===== src/rtl/divider2_pkg.sv =====
// divider2_pkg: state encoding, default widths and counter sizing shared by the divider2 files.
package divider2_pkg;

    typedef enum logic [1:0] {IDLE, BUSY, DONE} state_t;

    localparam int DEF_DVD_W = 16;
    localparam int DEF_DVS_W = 8;

    function automatic int cnt_w(input int dvd_w);
        return $clog2(dvd_w + 1);
    endfunction

endpackage


===== src/rtl/divider2_step.sv =====
// divider2_step: one restoring-division step (shift in a dividend bit, compare, conditionally subtract).
module divider2_step
    import divider2_pkg::*;
#(
    parameter int DVS_W = DEF_DVS_W
) (
    input  logic [DVS_W-1:0] i_rem,
    input  logic             i_bit,
    input  logic [DVS_W-1:0] i_dvs,
    output logic [DVS_W-1:0] o_rem,
    output logic             o_q
);

    logic [DVS_W:0] w_part;

    assign w_part = {i_rem, i_bit};
    assign o_q    = w_part >= {1'b0, i_dvs};
    // a kept remainder is always below the divisor, so the difference fits in DVS_W bits
    assign o_rem  = o_q ? DVS_W'(w_part - {1'b0, i_dvs}) : w_part[DVS_W-1:0];

endmodule


===== src/rtl/divider2.sv =====
// divider2: multi-cycle unsigned restoring divider, one quotient bit per clock.
// Define DIVIDER2_DBZ_EN to finish a divide-by-zero one edge after acceptance with dbz=1.
module divider2
    import divider2_pkg::*;
#(
    parameter int DVD_W = DEF_DVD_W,
    parameter int DVS_W = DEF_DVS_W
) (
    input  logic             clk,
    input  logic             rst,
    input  logic             start,
    input  logic [DVD_W-1:0] Dividend,
    input  logic [DVS_W-1:0] Divisor,
    output logic [DVD_W-1:0] Quotient,
    output logic [DVS_W-1:0] Remainder,
    output logic             ready,
    output logic             dbz
);

    localparam int CW = cnt_w(DVD_W);

    state_t           r_state;
    logic [CW-1:0]    r_cnt;
    logic [DVD_W-1:0] r_dvd;
    logic [DVS_W-1:0] r_dvs;
    logic [DVS_W-1:0] r_rem;
    logic [DVS_W-1:0] w_rem;
    logic             w_q;
    logic [DVD_W-1:0] w_dvd;

    divider2_step #(.DVS_W(DVS_W)) u_step (
        .i_rem(r_rem),
        .i_bit(r_dvd[DVD_W-1]),
        .i_dvs(r_dvs),
        .o_rem(w_rem),
        .o_q  (w_q)
    );

    // dividend bits leave at the top while quotient bits enter at the bottom
    assign w_dvd = {r_dvd[DVD_W-2:0], w_q};

    always_ff @(posedge clk or posedge rst) begin
        if (rst) begin
            r_state   <= IDLE;
            r_cnt     <= '0;
            r_dvd     <= '0;
            r_dvs     <= '0;
            r_rem     <= '0;
            Quotient  <= '0;
            Remainder <= '0;
            ready     <= 1'b0;
`ifdef DIVIDER2_DBZ_EN
            dbz       <= 1'b0;
`endif
        end else begin
            case (r_state)
                IDLE, DONE: begin
                    if (start) begin
                        r_dvd   <= Dividend;
                        r_dvs   <= Divisor;
                        r_rem   <= '0;
                        r_cnt   <= '0;
                        ready   <= 1'b0;
`ifdef DIVIDER2_DBZ_EN
                        dbz     <= 1'b0;
`endif
                        r_state <= BUSY;
                    end
                end
                BUSY: begin
`ifdef DIVIDER2_DBZ_EN
                    if (r_dvs == '0) begin
                        Quotient  <= '1;
                        Remainder <= r_dvd[DVS_W-1:0];
                        dbz       <= 1'b1;
                        ready     <= 1'b1;
                        r_state   <= DONE;
                    end else begin
`else
                    begin
`endif
                        r_dvd <= w_dvd;
                        r_rem <= w_rem;
                        r_cnt <= r_cnt + 1'b1;
                        if (r_cnt == CW'(DVD_W - 1)) begin
                            Quotient  <= w_dvd;
                            Remainder <= w_rem;
                            ready     <= 1'b1;
                            r_state   <= DONE;
                        end
                    end
                end
                default: r_state <= IDLE;
            endcase
        end
    end

`ifndef DIVIDER2_DBZ_EN
    assign dbz = 1'b0;
`endif

endmodule


===== config.mk =====
export PLATFORM = sky130hd
export DESIGN_NAME = divider2
export DESIGN_NICKNAME = d
export VERILOG_FILES = /design/src/rtl/divider2_pkg.sv /design/src/rtl/divider2_step.sv /design/src/rtl/divider2.sv
export SDC_FILE = /design/constraint.sdc
export NUM_CORES = 1
export LEC_CHECK = 0
export ABC_AREA = 1
export BUFFER_PORTS_ARGS = -buffer_cell sky130_fd_sc_hd__buf_2
export CAP_MARGIN = 0
export CORE_ASPECT_RATIO = 1.2
export CORE_MARGIN = 3
export CORE_UTILIZATION = 56
export DETAILED_ROUTE_END_ITERATION = 12
export PLACE_DENSITY_LB_ADDON = 0.15
export SLEW_MARGIN = 20
export SYNTH_ARGS = -nofsm -noshare
export SYNTH_HDL_FRONTEND = slang
export SYNTH_SLANG_ARGS = --single-unit

===== constraint.sdc =====
create_clock -name clk -period 2.1 [get_ports clk]
set_input_delay 0.315 -clock clk [delete_from_list [all_inputs] [get_ports clk]]
set_output_delay 0.315 -clock clk [all_outputs]
set_load 0.01 [all_outputs]

==> results.py <==
metrics = {
    "clocking": {
        "clock-sinks": 64,
        "ctsHoldBuffers": 0,
        "tritoncts": "yes",
        "clockBufferDepth": 2,
        "postCtsSetupBuffers": 0,
        "cts_root_buf": "clkbuf_8",
        "cts.clk_slew.worst_paths_ns": 0.07,
        "insertion_delay_ns": 0.33,
        "htree_levels": 3,
        "numCtsBuffers": 9,
        "cts.repair.resized": 0,
    },
    "die": {
        "die_w_um": 73.9,
        "rows": 29,
        "initial_core_util_pct": 58.1,
        "die_y_um": 87.5,
        "core-area_sq_um": 5330,
        "io_pins": 53,
        "die_area_sq_um": 6470,
    },
    "global_routing": {
        "grt_first_pass_wirelength_mm": 11.5,
        "grt_pass1_vias": 2453,
        "antenna_found_initial": 0,
        "grt_overflow": 0,
        "grt.total_usage_pct": 23.4,
        "grt_max_degree": 42,
    },
    "power_and_ir_drop": {
        "pwr_density_cell_nw_per_um2": 1860,
        "ir_drop_mv": 1.23,
        "leakage_nw": 1.97,
    },
    "yosys": {
        "syn_inst": 361,
        "ys_ff_latch": 64,
        "synthFlopType": "dfrtp_1",
        "post-synth-top-count-cell": "nand2_1",
        "syn_area_sq_um": 3100,
        "syn_nets": 399,
        "ys_top_cells_by_area": "dfrtp_1 (52%), nand2_1 (15%), inv_1 (5.2%), o221ai_1 (4.2%), ha_1 (4.0%)",
        "synth_common_cells": "nand2_1 (121), dfrtp_1 (64), inv_1 (43), nand3_1 (21), o21ai_0 (20)",
        "ys_types": 33,
        "synth_edf_count": 0,
        "avgSynthCellArea_sq_um": 8.59,
        "synth_top_cell_by_area": "dfrtp_1",
        "yosys.area.top_type_share_pct": 51.7,
        "synth_async_sr_flop_share_pct": 100,
        "yosysWarnings": 0,
        "synth_seq_area_share_pct": 51.7,
    },
    "final_layout": {
        "layout-drive-gt1-share_pct": 22.7,
        "final_nets": 456,
        "multi_input_area_sq_um": 1270,
        "fillers": 449,
        "diodes": 0,
        "regArea_sq_um": 1600,
        "instances_no_fill": 485,
        "syn_to_final_growth_pct": 17.8,
    },
    "timing": {
        "finalSetupViolCount": 0,
        "fmax_ghz": 0.534,
        "slew_headroom_pct": 60.8,
        "timing.final.crit_share_pct": 89.1,
        "drv_slew": 0,
        "fin_ws_ns": 0.228,
        "rsz0062_at_grt": "false",
        "setup_tns_ns": 0,
        "max_slew.worst_pin.slew_ns": 0.587,
        "timing_hold_violations_final": 0,
        "min_period_ns": 1.87,
        "clock_skew_ns": 0.00917,
    },
    "place": {
        "dp_hpwl_mm": 5.05,
        "gp_congestion": 0.910,
        "port_buffers": 51,
        "place_ws_ns": 0.256,
        "dp.cells": 469,
    },
    "drt": {
        "vias": 2588,
        "drt_iter0_markers": 203,
        "ant_nets": 0,
        "drc_errors": 0,
        "wl_per_cell_um": 14.4,
        "routed_wirelength_mm": 6.96,
        "vias_per_cell": 5.34,
        "dr.pass1.iters": 4,
    },
    "worst_setup_path": {
        "r2r_start": "r_dvd[15]",
        "rr_worst_depth": 11,
        "critPathCaptureType": "register",
        "reg2reg_to": "Remainder[4]",
        "cp.required_ns": 2.32,
        "critPathMaxFanout": 3,
        "rrSetupSlack_ns": 0.23,
        "critPathLaunchType": "register",
        "crit_arrival_ns": 2.10,
        "path_class": "register to register",
    },
    "run_status": {
        "outcome": "completed",
    },
    "worst_hold_path": {
        "hold_class": "input port to async pin",
    },
    "run": {
        "max-cap-violations": 0,
    },
}
metal layers:
layer / wire (um) / part of all wire, % / global-route usage, %
met1: 2960 / 43 / 28.9
met5: 0 / 0 / 0
met4: 119 / 1.7 / 8.24
met3: 269 / 3.9 / 5.08
met2: 3610 / 52 / 40.2
stage by stage:
stage,power (mW),hold slack [ns],utilization [%],area [sq um]
3_3_place_gp,5.63,0.413,64.8,3450
3_5_place_dp,5.74,0.410,64.8,3450
6_report,6.80,0.0414,68.5,3650
5_1_grt,7.40,0.0907,68.5,3650
2_1_floorplan,4.80,0.422,-,3100
4_1_cts,6.82,0.0419,68.5,3650
logic make-up (layout without fill, tap and decap cells):
logic type | after synthesis | count (layout) | synth area share, %
and+or+nand+nor | 173 | 173 | 24.9
adders and majority gates | 11 | 11 | 4.68
AOI/OAI and AO/OA | 50 | 50 | 10.3
xor gates and xnor gates | 3 | 3 | 0.848
buffers and inverters | 59 | 121 | 7.51
DFF | 64 | 64 | 51.7
other | 1 | 1 | 0.121
area by class of cell:
class	count	area share [%]
clock buffer	11	3.87
clock inverter	5	1.54
inverter	47	4.83
multi-input combinational	238	34.7
sequential	64	43.9
tap	62	2.12
timing repair buffer	58	9.11
sequential cells by signal, indices dropped and copies added, names as in the netlist:
name	cells
Quotient	16
r_dvd	16
Remainder	8
r_dvs	8
r_rem	8
r_cnt	5
r_state	2
ready	1
worst max-delay path, cell delays in order (launching register included):
cell and delay (ns):
dfrtp_1 0.36, inv_1 0.10, ha_1 0.15, inv_1 0.07
fa_1 0.44, nand3_1 0.11, nand3_1 0.10, xor2_1 0.17
nand2_2 0.07, nand2_1 0.07, nand2_1 0.07, nand2_1 0.05
where the power goes:
group / internal, mW / switching [mW] / leakage [nW] / total (mW)
Sequential: 1.83 / 0.291 / 0.796 / 2.12
Clock: 0.579 / 0.476 / 0.0993 / 1.06
Combinational: 1.35 / 2.27 / 1.08 / 3.62
how the worst max path moves through the flow:
stage | endpoint | cells past startpoint | slack (ns) | start
2_1_floorplan | Quotient[0] | 1 | 0.19 | rst
3_3_place_gp | Remainder[4] | 11 | 0.27 | r_dvd[15]
3_5_place_dp | Remainder[4] | 11 | 0.26 | r_dvd[15]
4_1_cts | Remainder[4] | 11 | 0.25 | r_dvd[15]
5_1_grt | Remainder[4] | 12 | 0.11 | r_dvs[6]
6_report | Remainder[4] | 11 | 0.23 | r_dvd[15]
layout by cell type (no fill, tap or decap), types with 2 or more instances in the layout:
cell type / count
a21oi_1: 5
nand2_1: 121
o21ai_1: 6
buf_2: 51
ha_1: 10
nand3_1: 21
inv_2: 4
clkinv_2: 2
xnor2_1: 2
clkbuf_8: 10
nor2_1: 9
dfrtp_1: 64
nand4_1: 2
nand2_2: 8
nor2_4: 2
buf_4: 5
buf_12: 2
o21ai_0: 20
inv_1: 42
nand3_2: 2
o221ai_1: 15
or2_2: 2
nor2_2: 2
Power figures use the tool's default switching activity.
